### config.mk
export PLATFORM = sky130hd
export DESIGN_NAME = riscv_fetch_unit
export DESIGN_NICKNAME = d
export VERILOG_FILES = /design/src/rtl/riscv_fetch_pkg.sv /design/src/rtl/fetch_fifo.sv /design/src/rtl/riscv_fetch_unit.sv
export SDC_FILE = /design/constraint.sdc
export NUM_CORES = 1
export LEC_CHECK = 0
export CAP_MARGIN = 20
export CORE_UTILIZATION = 40
export DETAILED_ROUTE_END_ITERATION = 7
export PLACE_DENSITY = 0.63
export SETUP_SLACK_MARGIN = 0.1
export SLEW_MARGIN = 5
export SYNTH_ARGS = -nofsm -noshare
export SYNTH_HDL_FRONTEND = slang
export SYNTH_SLANG_ARGS = --single-unit
### constraint.sdc
create_clock -name clk_i -period 7.7 [get_ports clk_i]
set_clock_uncertainty 0.05 [all_clocks]
set_input_delay 1.155 -clock clk_i [delete_from_list [all_inputs] [get_ports clk_i]]
set_output_delay 1.155 -clock clk_i [all_outputs]
set_load 0.005 [all_outputs]
### src/rtl/riscv_fetch_pkg.sv
// Shared types and defaults for the instruction-fetch front end.
// Latency: n/a (declarations only).
// Backpressure: n/a (declarations only).
package riscv_fetch_pkg;

    localparam int                  FETCH_DW         = 32;
    localparam logic [FETCH_DW-1:0] RESET_PC_DEF     = 32'h0000_0000;
    // Instructions are word aligned; redirect targets have these low bits cleared.
    localparam int                  INSTR_ALIGN_BITS = 2;

    // One prefetch buffer entry as seen by decode.
    typedef struct packed {
        logic [FETCH_DW-1:0] pc;
        logic [FETCH_DW-1:0] instr;
    } fetch_entry_t;

endpackage

### src/rtl/fetch_fifo.sv
// Generic synchronous FIFO with flush, occupancy count and full/empty flags.
// Latency: a push is visible at head_dat_o the cycle after it is written.
// Backpressure: push while full is honoured only together with a pop; flush drops everything.
module fetch_fifo #(
    parameter int WIDTH = 64,
    parameter int DEPTH = 4
) (
    input  logic                       clk_i,
    input  logic                       rst_i,
    input  logic                       flush_i,
    input  logic                       push_i,
    input  logic [WIDTH-1:0]           push_dat_i,
    input  logic                       pop_i,
    output logic [WIDTH-1:0]           head_dat_o,
    output logic [$clog2(DEPTH+1)-1:0] count_o,
    output logic                       full_o,
    output logic                       empty_o
);

    localparam int AW = (DEPTH > 1) ? $clog2(DEPTH) : 1;
    localparam int CW = $clog2(DEPTH+1);

    logic [WIDTH-1:0] r_mem [DEPTH];
    logic [AW-1:0]    r_wr_ptr;
    logic [AW-1:0]    r_rd_ptr;
    logic [CW-1:0]    r_count;
    logic             w_push;
    logic             w_pop;

    // Pointers wrap explicitly so depths that are not a power of two also work.
    function automatic logic [AW-1:0] f_inc(input logic [AW-1:0] p);
        return (p == AW'(DEPTH-1)) ? '0 : p + 1'b1;
    endfunction

    assign full_o     = (r_count == CW'(DEPTH));
    assign empty_o    = (r_count == '0);
    assign count_o    = r_count;
    assign head_dat_o = r_mem[r_rd_ptr];

    assign w_pop  = pop_i && !empty_o && !flush_i;
    assign w_push = push_i && !flush_i && (!full_o || w_pop);

    // Storage and pointer update; contents are cleared on reset so the head reads zero.
    always_ff @(posedge clk_i) begin
        if (!rst_i) begin
            r_wr_ptr <= '0;
            r_rd_ptr <= '0;
            r_count  <= '0;
            for (int i = 0; i < DEPTH; i++) begin
                r_mem[i] <= '0;
            end
        end else if (flush_i) begin
            r_wr_ptr <= '0;
            r_rd_ptr <= '0;
            r_count  <= '0;
        end else begin
            if (w_push) begin
                r_mem[r_wr_ptr] <= push_dat_i;
                r_wr_ptr        <= f_inc(r_wr_ptr);
            end
            if (w_pop) begin
                r_rd_ptr <= f_inc(r_rd_ptr);
            end
            r_count <= r_count + CW'(w_push) - CW'(w_pop);
        end
    end

    // A push into a full FIFO without a matching pop would lose data.
    a_no_overflow: assert property (@(posedge clk_i) disable iff (!rst_i)
        !(push_i && !flush_i && full_o && !(pop_i && !empty_o)));

endmodule

### src/rtl/riscv_fetch_unit.sv
// Decoupled fetch front end: credit-limited imem requests, in-order prefetch FIFO, valid/ready to decode.
// Latency: with a 1-cycle memory, decode sees an instruction 2 cycles after its request, 3 after a redirect.
// Backpressure: decode stall fills the FIFO, then credits stop new requests; optional FETCH_PERF_CNT_EN adds counters.
module riscv_fetch_unit
    import riscv_fetch_pkg::*;
#(
    parameter int          DW              = 32,
    parameter int          ADDENT          = 4,
    parameter int          FIFO_DEPTH      = 4,
    parameter int          MAX_OUTSTANDING = 2,
    parameter logic [DW-1:0] RESET_PC      = DW'(RESET_PC_DEF)
) (
    input  logic          clk_i,
    input  logic          rst_i,
    output logic          imem_req_valid_o,
    input  logic          imem_req_ready_i,
    output logic [DW-1:0] imem_req_addr_o,
    input  logic          imem_rsp_valid_i,
    input  logic [DW-1:0] imem_rsp_data_i,
    input  logic          redirect_i,
    input  logic [DW-1:0] redirect_pc_i,
    output logic          instr_valid_o,
    input  logic          instr_ready_i,
    output logic [DW-1:0] instr_o,
    output logic [DW-1:0] pc_o,
    output logic [DW-1:0] pc_plus_4_o
`ifdef FETCH_PERF_CNT_EN
    ,
    output logic [31:0]   perf_fetched_o,
    output logic [31:0]   perf_dropped_o
`endif
);

    localparam int OW  = $clog2(MAX_OUTSTANDING+1);
    localparam int FCW = $clog2(FIFO_DEPTH+1);

    logic          r_run;
    logic [DW-1:0] r_fetch_pc;
    logic [OW-1:0] r_outstanding;
    logic [OW-1:0] r_drop_cnt;

    logic [FCW-1:0]  w_fifo_count;
    logic            w_fifo_empty;
    logic            w_fifo_full;
    logic [2*DW-1:0] w_head;
    logic [DW-1:0]   w_rsp_pc;
    logic [OW-1:0]   w_pcq_count;
    logic            w_pcq_full;
    logic            w_pcq_empty;
    logic [31:0]     w_inflight;
    logic            w_credit;
    logic            w_req_fire;
    logic            w_rsp;
    logic            w_drop;
    logic            w_push;
    logic            w_pop;
    logic            w_unused;

    // A response with nothing outstanding is a memory protocol error and is ignored.
    assign w_rsp = imem_rsp_valid_i && (r_outstanding != '0);

    // Every buffered or still-wanted in-flight instruction holds one FIFO slot, so the FIFO cannot overflow.
    assign w_inflight = 32'(w_fifo_count) + 32'(r_outstanding) - 32'(r_drop_cnt);
    assign w_credit   = (w_inflight < 32'(FIFO_DEPTH));

    // r_run holds requests off until the first edge after reset release.
    assign imem_req_valid_o = r_run && !redirect_i
                              && (r_outstanding < OW'(MAX_OUTSTANDING)) && w_credit;
    assign imem_req_addr_o  = r_fetch_pc;
    assign w_req_fire       = imem_req_valid_o && imem_req_ready_i;

    assign w_drop = w_rsp && (r_drop_cnt != '0);
    assign w_push = w_rsp && !w_drop && !redirect_i;
    assign w_pop  = instr_valid_o && instr_ready_i && !redirect_i;

    assign instr_valid_o = !w_fifo_empty;
    assign pc_o          = w_head[2*DW-1:DW];
    assign instr_o       = w_head[DW-1:0];
    assign pc_plus_4_o   = pc_o + DW'(ADDENT);

    assign w_unused = ^{redirect_pc_i[INSTR_ALIGN_BITS-1:0], w_pcq_count, w_pcq_full,
                        w_pcq_empty, w_fifo_full};

    // PCs of issued requests, popped as their responses return in order.
    fetch_fifo #(
        .WIDTH (DW),
        .DEPTH (MAX_OUTSTANDING)
    ) u_pc_q (
        .clk_i      (clk_i),
        .rst_i      (rst_i),
        .flush_i    (1'b0),
        .push_i     (w_req_fire),
        .push_dat_i (r_fetch_pc),
        .pop_i      (w_rsp),
        .head_dat_o (w_rsp_pc),
        .count_o    (w_pcq_count),
        .full_o     (w_pcq_full),
        .empty_o    (w_pcq_empty)
    );

    // Prefetch buffer of {pc, instr} presented to decode.
    fetch_fifo #(
        .WIDTH (2*DW),
        .DEPTH (FIFO_DEPTH)
    ) u_instr_q (
        .clk_i      (clk_i),
        .rst_i      (rst_i),
        .flush_i    (redirect_i),
        .push_i     (w_push),
        .push_dat_i ({w_rsp_pc, imem_rsp_data_i}),
        .pop_i      (w_pop),
        .head_dat_o (w_head),
        .count_o    (w_fifo_count),
        .full_o     (w_fifo_full),
        .empty_o    (w_fifo_empty)
    );

    // Fetch PC, outstanding count and drop count; a redirect marks every in-flight response stale.
    always_ff @(posedge clk_i) begin
        if (!rst_i) begin
            r_run         <= 1'b0;
            r_fetch_pc    <= RESET_PC;
            r_outstanding <= '0;
            r_drop_cnt    <= '0;
        end else begin
            r_run         <= 1'b1;
            r_outstanding <= r_outstanding + OW'(w_req_fire) - OW'(w_rsp);
            if (redirect_i) begin
                r_fetch_pc <= {redirect_pc_i[DW-1:INSTR_ALIGN_BITS], {INSTR_ALIGN_BITS{1'b0}}};
                r_drop_cnt <= r_outstanding - OW'(w_rsp);
            end else begin
                if (w_req_fire) begin
                    r_fetch_pc <= r_fetch_pc + DW'(ADDENT);
                end
                if (w_drop) begin
                    r_drop_cnt <= r_drop_cnt - 1'b1;
                end
            end
        end
    end

`ifdef FETCH_PERF_CNT_EN
    logic [31:0] r_perf_fetched;
    logic [31:0] r_perf_dropped;

    // Saturating counts of instructions delivered and responses discarded by a redirect.
    always_ff @(posedge clk_i) begin
        if (!rst_i) begin
            r_perf_fetched <= '0;
            r_perf_dropped <= '0;
        end else begin
            if (w_pop && (r_perf_fetched != '1)) begin
                r_perf_fetched <= r_perf_fetched + 1'b1;
            end
            if ((w_drop || (w_rsp && redirect_i)) && (r_perf_dropped != '1)) begin
                r_perf_dropped <= r_perf_dropped + 1'b1;
            end
        end
    end

    assign perf_fetched_o = r_perf_fetched;
    assign perf_dropped_o = r_perf_dropped;
`endif

    // Memory must never answer a request that was not issued.
    a_rsp_has_req: assert property (@(posedge clk_i) disable iff (!rst_i)
        !(imem_rsp_valid_i && (r_outstanding == '0)));

endmodule

# Word-level counts from Yosys, hierarchy flattened
# Memories as Yosys holds them, arrays and structs flattened. A register that Yosys moved wholly into a read port is not among the register bits.
# Cells that the tools add are included.
# word_totals
register_bits	48
ramBits	320
inputBits	70
elab_cells	96
mem_count	2
# memory_table
memory	words	width	rd	rd_clocked_by_memory_dff	write_ports	line	source
u_instr_q.r_mem	4	64	1	1	4	fetch_fifo.sv:23	logic [WIDTH-1:0] r_mem [DEPTH];
u_pc_q.r_mem	2	32	1	1	2	fetch_fifo.sv:23	
# classes
addsub	16
order_cmp	2
n_eq_ne	4
n_mux	27
bitwise_logic	1
n_reduce_logical	33
# op_table
op	count
32-bit 2-to-1 mux	3
32-bit by 3-bit adder with 32-bit output (second input constant)	2
64-bit 2-to-1 mux	1
64-bit OR reduction	1
32-bit by 3-bit < comparator with 1-bit output (second input constant)	1
32-bit OR reduction	1
1-bit logical AND	16
1-bit 2-to-1 mux	16
2-bit 2-to-1 mux	7
2-bit nonzero test	4
2-bit equality test (second input constant)	3
1-bit logical NOT	6
2-bit by 1-bit subtractor with 2-bit output	3
4-bit by 2-bit subtractor with 5-bit output	1
2-bit by 1-bit adder with 2-bit output	2
2-bit by 1-bit adder with 2-bit output (second input constant)	2
3-bit by 2-bit adder with 4-bit output	1
3-bit by 1-bit adder with 3-bit output	1
3-bit equality test (second input constant)	1
3-bit logical NOT	1
3-bit by 1-bit subtractor with 3-bit output	1
1-bit adder (second input constant)	2
2-bit logical NOT	1
1-bit logical OR	2
other kinds (4)	4

# Longest topological paths before layout
# Gate-level depths: netlist of run 1.
# depth
ltp_word	14
depth_mapped	16
depth_no_buf	14

# Cells and area by module
# Synthesis of run 1 repeated with hierarchy kept, for this count alone.
# hier_totals
hier_cells	1341
area_unflattened_um2	17132.7
# by_module_without_submodules
module	n_inst	cells_per_inst	area_each_um2	seq_area_each_um2
fetch_fifo (u_instr_q)	1	745	11114.4	7867.5
fetch_fifo (u_pc_q)	1	203	3064.2	2021.9
riscv_fetch_unit	1	393	2954.1	700.7

# Worst setup path after synthesis of run 1
# OpenSTA, ideal clock, no wires.
# synth_timing
kind	register -> register
startpoint	register r_outstanding[1]
endpoint	memory u_pc_q.r_mem[0][10] in the netlist's numbering, enable pin
setup_time_ps	459
arrival_time_ps	4191
slack_ps	3000
stages_incl_launch_ff	9
n_path_buf	0
synth_period_minus_slack_ps	4700
cell_sequence	dfxtp_1 -> inv_1 -> fa_1 -> inv_1 -> ha_1 -> and3b_1 -> nor4_4 -> o2111ai_2 -> o21ai_0
# synth_lines
element	line	source
start: declaration	riscv_fetch_unit.sv:39	logic [OW-1:0] r_outstanding;
start signal: assignment	riscv_fetch_unit.sv:127	r_outstanding <= r_outstanding + OW'(w_req_fire) - OW'(w_rsp);
end: declaration	fetch_fifo.sv:23	

==> impl_metrics.toml, run 1 <==
[run_status]
status = "finished, final reports clean"

[synth]
ys.flop_type = "edfxtp_1"
yosys-top-cells-area = "edfxtp_1, mux4_2, dfxtp_1"
yosys.area.top_type_share_pct = 55.7
seq_area_frac_synth_pct = 61.6
synth.most_common_cell = "edfxtp_1"
ys.warnings.count = 0
ys_types = 74
synth-edff-count = 308
ys_ff_latch = 357
synth_area_um2 = 16600
async_reset_ff_share_pct = 0
synth_largest_area_cell = "edfxtp_1"
synth.avg_cell_area_um2 = 13.5
synthTopCellsByCount = "edfxtp_1, nor2_1, and2_1"
syn-instance-count = 1228

[floorplan]
rows = 74
fp.dieH_um = 206
core-area_um2 = 40900
dieArea_um2 = 42300
initial_core_util_pct = 40.6
num_io_pins = 200
die_x_um = 206

[worst_setup_path]
crit_buf_inv = 1
slowest_delay_ps = 800
cp_slowest_cell = "dfxtp_4"
cp_max_fo = 36
crit_family = "flip-flops"
arrival_ps = 3880
end_kind = "output pin"
worstSetupPathType = "reg2out"
start_kind = "register"
required_ps = 6490
critical_path.cell_chain = "mux4_1, ha_1, nand2_1, o22ai_2, nor3b_4, nand3_1, xnor2_1, clkdlybuf4s50_1"

[sta]
hold_viol = 0
relSlewSlack_pct = 33.0
maxSlewViolCount = 0
rsz0062_at_grt = "no"
setup_viol = 0
fin_crit_sh_pct = 66.0
max_freq_mhz = 197
tns_ps = 0
period_minus_slack_ps = 5080
worst_pin_slew_ps = 1000

[global_route]
grt_max_degree = 63
antenna_found_initial = 0
overflow = 0
track_usage_pct = 18.2
grt_pass1_vias = 10200
grt_pass1_wl_mm = 58.8

[clocking]
cts-root-buf = "clkbuf_16"
clock_sink_count = 357
post_cts_buffers = 0
clk_pin_slew_ps = 60
numCtsBuffers = 39
clk_path_buf_depth = 3
cts_resized = 0
cts_tree = "built"
insertion_delay_ps = 540
ctsHtreeMaxLevel = 2
cts.hold.buffers_added = 0

[pwr]
p_leak_nw = 7.10
ir_worst_vdd_uv = 135
power_density_nw_per_um2 = 226

[layout]
syn_to_final_growth_pct = 21.8
nNetsFinal = 1487
drive_gt1_share_pct = 10.6
multiInputGateArea_um2 = 5900
n_fill_cell = 3578
antenna-diode-count = 0
register_area_um2 = 10200
final_cells = 1960

[route]
antenna_left = 0
viasPerCell = 5.31
first_pass_iters = 4
drcViolationCount = 0
drt_wl_total_mm = 38.2
vias = 10400
drtIter0Drc = 717
avgRoutedWirePerCell_um = 19.5

[placed_design]
portBuffers = 191
hpwlAfterDp_mm = 23.1
place_congestion = 0.785
place_inst = 1890

[worst_hold_path]
holdCritPathClass = "reg2reg"

[job]
drv_cap = 0
[layout by cell type, fill, tap and decap left out, types with 5 or more instances in the layout]
cell and n:
and4_1 5, inv_1 27, mux4_1 15, nand4_1 21, nand3_1 30, xor2_1 6
ha_1 15, and2_1 150, dfxtp_1 47, buf_4 22, mux2i_1 42, nor4_1 11
conb_1 6, clkbuf_16 41, nor2_1 152, a31oi_1 16, or4_1 6, nand2_2 5
nand2_1 45, nor3_1 10, a32oi_1 10, and3_1 41, or3_1 9, clkbuf_1 13
edfxtp_1 308, a21oi_1 5, o21ai_0 6, xnor2_1 32, clkdlybuf4s50_1 190, clkinv_1 8
mux4_2 46
[worst register-to-register path, stage by stage (launching register included)]
cell and delay (ps):
dfxtp_1 380, o21ai_1 170, nor4b_2 240, buf_4 440
nand2_2 600, or3_1 530, buf_4 270, nand2_2 120
buf_4 740
[cell type report]
type | instances | share of cell area [%]
multi-input cells | 758 | 29.2
clock inverters | 15 | 0.612
well taps | 532 | 3.29
repair buffers | 215 | 10.5
clock buffers | 54 | 5.31
inverters | 29 | 0.538
flip-flops and latches | 357 | 50.6
[path summary, 6_finish.rpt]
kind                                      from                                    to  slack [ps]  cells past startpoint
setup reg to reg   r_outstanding[0]$_SDFF_PN0_  u_instr_q.r_mem[0][19]$_SDFFCE_PN0P_        3750                      8
hold / removal    u_pc_q.r_rd_ptr$_SDFFE_PN0P_                              register         480                      2
hold reg to reg   u_pc_q.r_rd_ptr$_SDFFE_PN0P_                              register         480                      2
setup / recovery                      register                       pc_plus_4_o[14]        2620                      8
[sequential cells by signal, summed over array words and instances, names as in the netlist, named ones only]
signal,flops
u_instr_q.r_rd_ptr,2
imem_req_addr_o,30
r_drop_cnt,2
u_pc_q.r_mem,60
u_pc_q.r_rd_ptr,1
u_pc_q.r_wr_ptr,1
u_instr_q.count_o,3
u_instr_q.r_wr_ptr,2
r_outstanding,2
r_run,1
u_pc_q.count_o,2
u_instr_q.r_mem,248
[per-layer routing]
layer	vias up	wire length (µm)	GRT usage, %
li1	4909	-	-
met1	5166	17300	25.4
met2	286	18400	29.8
met3	49	1910	3.15
met4	0	592	4.12
met5	-	0	0
[stage by stage]
stage | cell area (µm²) | total power, W | hold slack [ps] | utilization (%) | worst slack (ps)
detailed placement | 19000 | 0.00284 | 470 | 46.4 | 2320
global placement | 19000 | 0.00283 | 449 | 46.4 | 2290
CTS | 20200 | 0.00461 | 484 | 49.4 | 2480
floorplan | 16600 | 0.00257 | 431 | - | 3000
finish | 20200 | 0.00457 | 477 | 49.4 | 2620
global route | 20200 | 0.00474 | 507 | 49.4 | 2260
[report_power, final]
group / switching, W / internal [W] / total, W
sequential: 0.0000577 / 0.00222 / 0.00228
combinational: 0.000271 / 0.000245 / 0.000516
clock: 0.000732 / 0.00104 / 0.00177
[kinds of logic after synthesis]
kind of cell             count (synthesis)  share of synthesized area [%]
adder cells (fa/ha/maj)                 17                           1.37
XOR/XNOR                                38                           2.00
flip-flops                             357                           61.6
AND/OR/NAND/NOR                        513                           16.8
other                                    1                         0.0226
multiplexers                           106                           11.4
buffers and inverters                  118                           3.34
AO/OA/AOI/OAI                           78                           3.49
No activity file was read; power rests on OpenSTA's default activity.
==> run 2: changes to the inputs <==
clock period = 4.7 ns   (was 7.7 ns; I/O delays follow)
==> run 2 against run 1 <==
  * Via count rose by 0.84%
  * Die area is the same
  * Setup slack worse by 2100 ps
  * Critical path type unchanged
  * Final area rose by 0.53%
  * Critical path depth unchanged
  * First-iteration DRC count decreased by 4.5%
  * Core utilization increased by 0.26 points
  * Clock power is 67% higher
  * Clock-buffer cell count decreased by 7
  * Worst hold slack worse by 3.6 ps
  * Total power grew 65%
==> impl_metrics.toml, run 2 (same netlist as run 1, synthesis figures left out) <==
[run_status]
status = "finished, final reports clean"

[floorplan]
num_io_pins = 200
fp.dieH_um = 206
rows = 74
die_x_um = 206
dieArea_um2 = 42300
core-area_um2 = 40900
initial_core_util_pct = 40.6

[global_route]
grt_max_degree = 63
track_usage_pct = 18.1
overflow = 0
grt_pass1_wl_mm = 58.4
grt_pass1_vias = 10300
antenna_found_initial = 0

[sta]
relSlewSlack_pct = 50.5
rsz0062_at_grt = "no"
setup_viol = 0
maxSlewViolCount = 0
whs_ps = 473
hold_viol = 0
setup_ws_ps = 469
max_freq_mhz = 236
worst_pin_slew_ps = 737
fin_crit_sh_pct = 90.0
period_minus_slack_ps = 4230

[worst_hold_path]
holdCritPathClass = "reg2reg"
hold_start = "u_pc_q.r_rd_ptr$_SDFFE_PN0P_"
holdPathStages = 2

[clocking]
insertion_delay_ps = 540
ctsHtreeMaxLevel = 2
clock_sink_count = 357
post_cts_buffers = 0
cts-root-buf = "clkbuf_16"
clk_pin_slew_ps = 60
clk_path_buf_depth = 3
numCtsBuffers = 38
cts_tree = "built"

[worst_setup_path]
reg2reg_to = "u_pc_q.r_mem[0][17]$_SDFFCE_PN0P_"
r2r_slack_ps = 1320
crit_family = "simple AND/OR/NAND/NOR gates"
start_kind = "register"
crit_buf_inv = 1
required_ps = 3940
arrival_ps = 3480
cp_slowest_cell = "nor3b_4"
r2r-start = "r_outstanding[1]$_SDFF_PN0_"
critical_path.cell_chain = "mux4_1, ha_1, nand2_1, o22ai_2, nor3b_4, nand4_1, xnor2_1, clkdlybuf4s50_1"
r2r_cells = 10
cp_max_fo = 17
slowest_delay_ps = 540
end_kind = "output pin"
worstSetupPathType = "reg2out"

[layout]
finish.utilization_pct = 49.7
top_register = "u_instr_q.r_mem"
layout_commonest_cell = "edfxtp_1"
final_cell_mix = "edfxtp_1, clkdlybuf4s50_1, nor2_1"
nNetsFinal = 1495
antenna-diode-count = 0
syn_to_final_growth_pct = 22.4
multiInputGateArea_um2 = 5880
n_fill_cell = 3564
largest_reg_flops = 248
drive_gt1_share_pct = 11.4
register_area_um2 = 10200

[route]
vias = 10500
avgRoutedWirePerCell_um = 19.6
drt_wl_total_mm = 38.5
viasPerCell = 5.34
drcViolationCount = 0
drtIter0Drc = 685
first_pass_iters = 5
antenna_left = 0

[pwr]
p_leak_nw = 7.16
power_w = 0.00753
ir_worst_vdd_uv = 224
power_density_nw_per_um2 = 371

[placed_design]
hpwlAfterDp_mm = 23.4
place_congestion = 0.799
pre_cts_ws_ps = 815
portBuffers = 191

[job]
drv_cap = 0
-- run 2: where the power goes --
part	internal, W	switching (W)
registers	0.00363	0.0000954
clock network	0.00176	0.00119
logic	0.000409	0.000449
total	0.00580	0.00174
-- run 2: what timing repair did --
| item | CTS | global route |
|---|---|---|
| hold buffers | 0 | 0 |
| resized for setup | 0 | 2 |
| setup endpoints to repair | 0 | 5 |
-- run 2: final cells by class --
class	count	share of cell area (%)
timing repair buffer	224	10.9
multi-input combinational	758	28.9
tap	532	3.27
inverter	29	0.535
sequential	357	50.3
clock buffer	47	5.00
clock inverter	20	1.05
-- run 2: worst reg2reg max path, delay by kind of cell, from the launching register on --
| kind | cells | cell delay [ps] |
|---|---|---|
| adders and majority gates | 2 | 810 |
| AOI/OAI and AO/OA | 2 | 700 |
| and+or+nand+nor | 2 | 500 |
| buffers and inverters | 4 | 640 |
| DFF | 1 | 370 |
-- run 2: layer usage --
layer	vias up	global-route usage, %	wire (µm)
met3	54	2.76	2000
met4	0	4.39	660
li1	4930	-	-
met5	-	0	0
met1	5189	24.9	17200
met2	324	30.0	18600
-- run 2: worst max path at each step --
stage          cells after the start                   startpoint  slack (ps)                           endpoint
2_1_floorplan                      8  r_outstanding[1]$_SDFF_PN0_        -0.3  u_pc_q.r_mem[0][10]$_SDFFCE_PN0P_
3_3_place_gp                       7                     register         860                    pc_plus_4_o[26]
3_5_place_dp                       7                     register         810                    pc_plus_4_o[24]
4_1_cts                            7                     register         230                    pc_plus_4_o[27]
5_1_grt                            8                     register         160                    pc_plus_4_o[24]
6_report                           8                     register         470                    pc_plus_4_o[24]
-- run 2: stage by stage --
stage / TNS (ps) / instances / cell area, µm²
floorplan: -17.1 / 1233 / 16600
global placement: 0 / 1900 / 19100
detailed placement: 0 / 1900 / 19100
CTS: 0 / 1967 / 20300
global route: 0 / 1967 / 20300
finish: 0 / 1967 / 20300
==> run 3: changes to the inputs <==
SYNTH_HIERARCHICAL = 1   (was not set)
==> run 3 against run 2 <==
  * Synthesized area up 3.0%
  * Global-route usage rose by 0.80 points
  * Wire length increased by 6.9%
  * Via count is 5.7% higher
  * Combinational power is 19% lower
  * Clock power rose by 4%
  * Flip-flop and latch count increased by 12
  * Critical path type unchanged
  * Largest cell class unchanged
==> impl_metrics.toml, run 3 <==
[route]
vias = 11100
drcViolationCount = 0
drtIter0Drc = 783
antenna_left = 0
viasPerCell = 5.29
avgRoutedWirePerCell_um = 19.6
drt_wl_total_mm = 41.1
first_pass_iters = 4

[synth]
ys.warnings.count = 6
synth_area_um2 = 17100
syn-instance-count = 1338
synth.avg_cell_area_um2 = 12.8

[layout]
final_cells = 2098
top_register = "u_instr_q/r_mem"
drive_gt1_share_pct = 14.1
nNetsFinal = 1616
syn_to_final_growth_pct = 22.3
n_fill_cell = 3640
antenna-diode-count = 0
layout_commonest_cell = "edfxtp_1"
multiInputGateArea_um2 = 5980
register_area_um2 = 10600
largest_reg_flops = 256
finish.utilization_pct = 49.8
final_cell_mix = "edfxtp_1, nor2_1, clkdlybuf4s50_1"

[global_route]
grt_pass1_wl_mm = 63.9
grt_max_degree = 67
overflow = 0
grt_pass1_vias = 11100
antenna_found_initial = 0
track_usage_pct = 18.9

[sta]
setup_viol = 0
worst_pin_slew_ps = 923
relSlewSlack_pct = 38.4
rsz0062_at_grt = "no"
hold_viol = 0
setup_ws_ps = 358
max_freq_mhz = 230
maxSlewViolCount = 0
tns_ps = 0
period_minus_slack_ps = 4340
fin_crit_sh_pct = 92.4

[clocking]
cts_resized = 0
numCtsBuffers = 41
clk_path_buf_depth = 3
post_cts_buffers = 0
cts.hold.buffers_added = 0
clk_pin_slew_ps = 60
insertion_delay_ps = 530
cts-root-buf = "clkbuf_16"
clock_sink_count = 369
ctsHtreeMaxLevel = 2
cts_tree = "built"

[placed_design]
hpwlAfterDp_mm = 25.4
place_congestion = 0.775
place_inst = 2024
portBuffers = 195
pre_cts_ws_ps = 841

[pwr]
power_w = 0.00754
p_leak_nw = 7.32
ir_worst_vdd_uv = 294
power_density_nw_per_um2 = 360

[floorplan]
dieArea_um2 = 43600
fp.dieH_um = 209
core-area_um2 = 42000
die_x_um = 209
initial_core_util_pct = 40.7
rows = 75
num_io_pins = 200

[worst_setup_path]
start_kind = "register"
worstSetupPathType = "reg2out"
arrival_ps = 3590
end_kind = "output pin"
cp_max_fo = 35
slowest_delay_ps = 690
cp_slowest_cell = "dfxtp_4"
required_ps = 3940
critical_path.cell_chain = "mux4_2, ha_1, nand3_1, nor4_1, buf_4, and2_1, nand4_1, xnor2_1, clkdlybuf4s50_1"

[run_status]
status = "finished, final reports clean"

[job]
drv_cap = 0

[worst_hold_path]
holdCritPathClass = "reg2reg"
-- run 3: final timing paths --
kind,start,to,slack (ps),depth (start not counted)
worst max-delay path,register,pc_plus_4_o[20],360,9
worst min-delay path,u_instr_q/r_rd_ptr[1]$_SDFFE_PP0P_,register,470,2
worst max register to register,u_instr_q/count_o[1]$_SDFF_PP0_,u_pc_q/r_mem[0][12]$_SDFFCE_PN0P_,880,12
worst min register to register,u_instr_q/r_rd_ptr[1]$_SDFFE_PP0P_,register,470,2
-- run 3: final cells by class --
| class | instances | share of cell area (%) |
|---|---|---|
| sequential | 369 | 50.6 |
| multi-input combinational | 855 | 28.6 |
| timing repair buffer | 224 | 10.8 |
| clock buffer | 53 | 5.21 |
| tap | 539 | 3.22 |
| clock inverter | 21 | 0.921 |
| inverter | 37 | 0.664 |
-- run 3: per-stage QoR --
| stage | hold slack, ps | cell area (µm²) |
|---|---|---|
| final | 467 | 20900 |
| after global routing | 492 | 20900 |
| after CTS | 474 | 20900 |
| after detailed placement | 442 | 19600 |
| after global placement | 427 | 19600 |
| after floorplan | 411 | 17100 |
-- run 3: critical path: cells and delay by family (launching register included) --
family	cells	cell delay [ps]
buffers and inverters	2	770
adders and majority gates	1	200
xor gates and xnor gates	1	260
muxes	1	410
and+or+nand+nor	4	660
DFF	1	690
-- run 3: per-layer routing --
layer | global-route usage (%) | vias up | wire (µm)
li1 | - | 5197 | -
met1 | 26.8 | 5516 | 18500
met2 | 31.0 | 336 | 19700
met3 | 2.72 | 45 | 2360
met4 | 3.78 | 0 | 531
met5 | 0 | - | 0
-- run 3: power breakdown --
part / internal [W] / total [W] / leakage, nW / switching [W]
clock network: 0.00181 / 0.00307 / 0.626 / 0.00126
registers: 0.00370 / 0.00378 / 3.71 / 0.0000772
logic: 0.000326 / 0.000696 / 2.99 / 0.000370
total: 0.00584 / 0.00754 / 7.32 / 0.00171
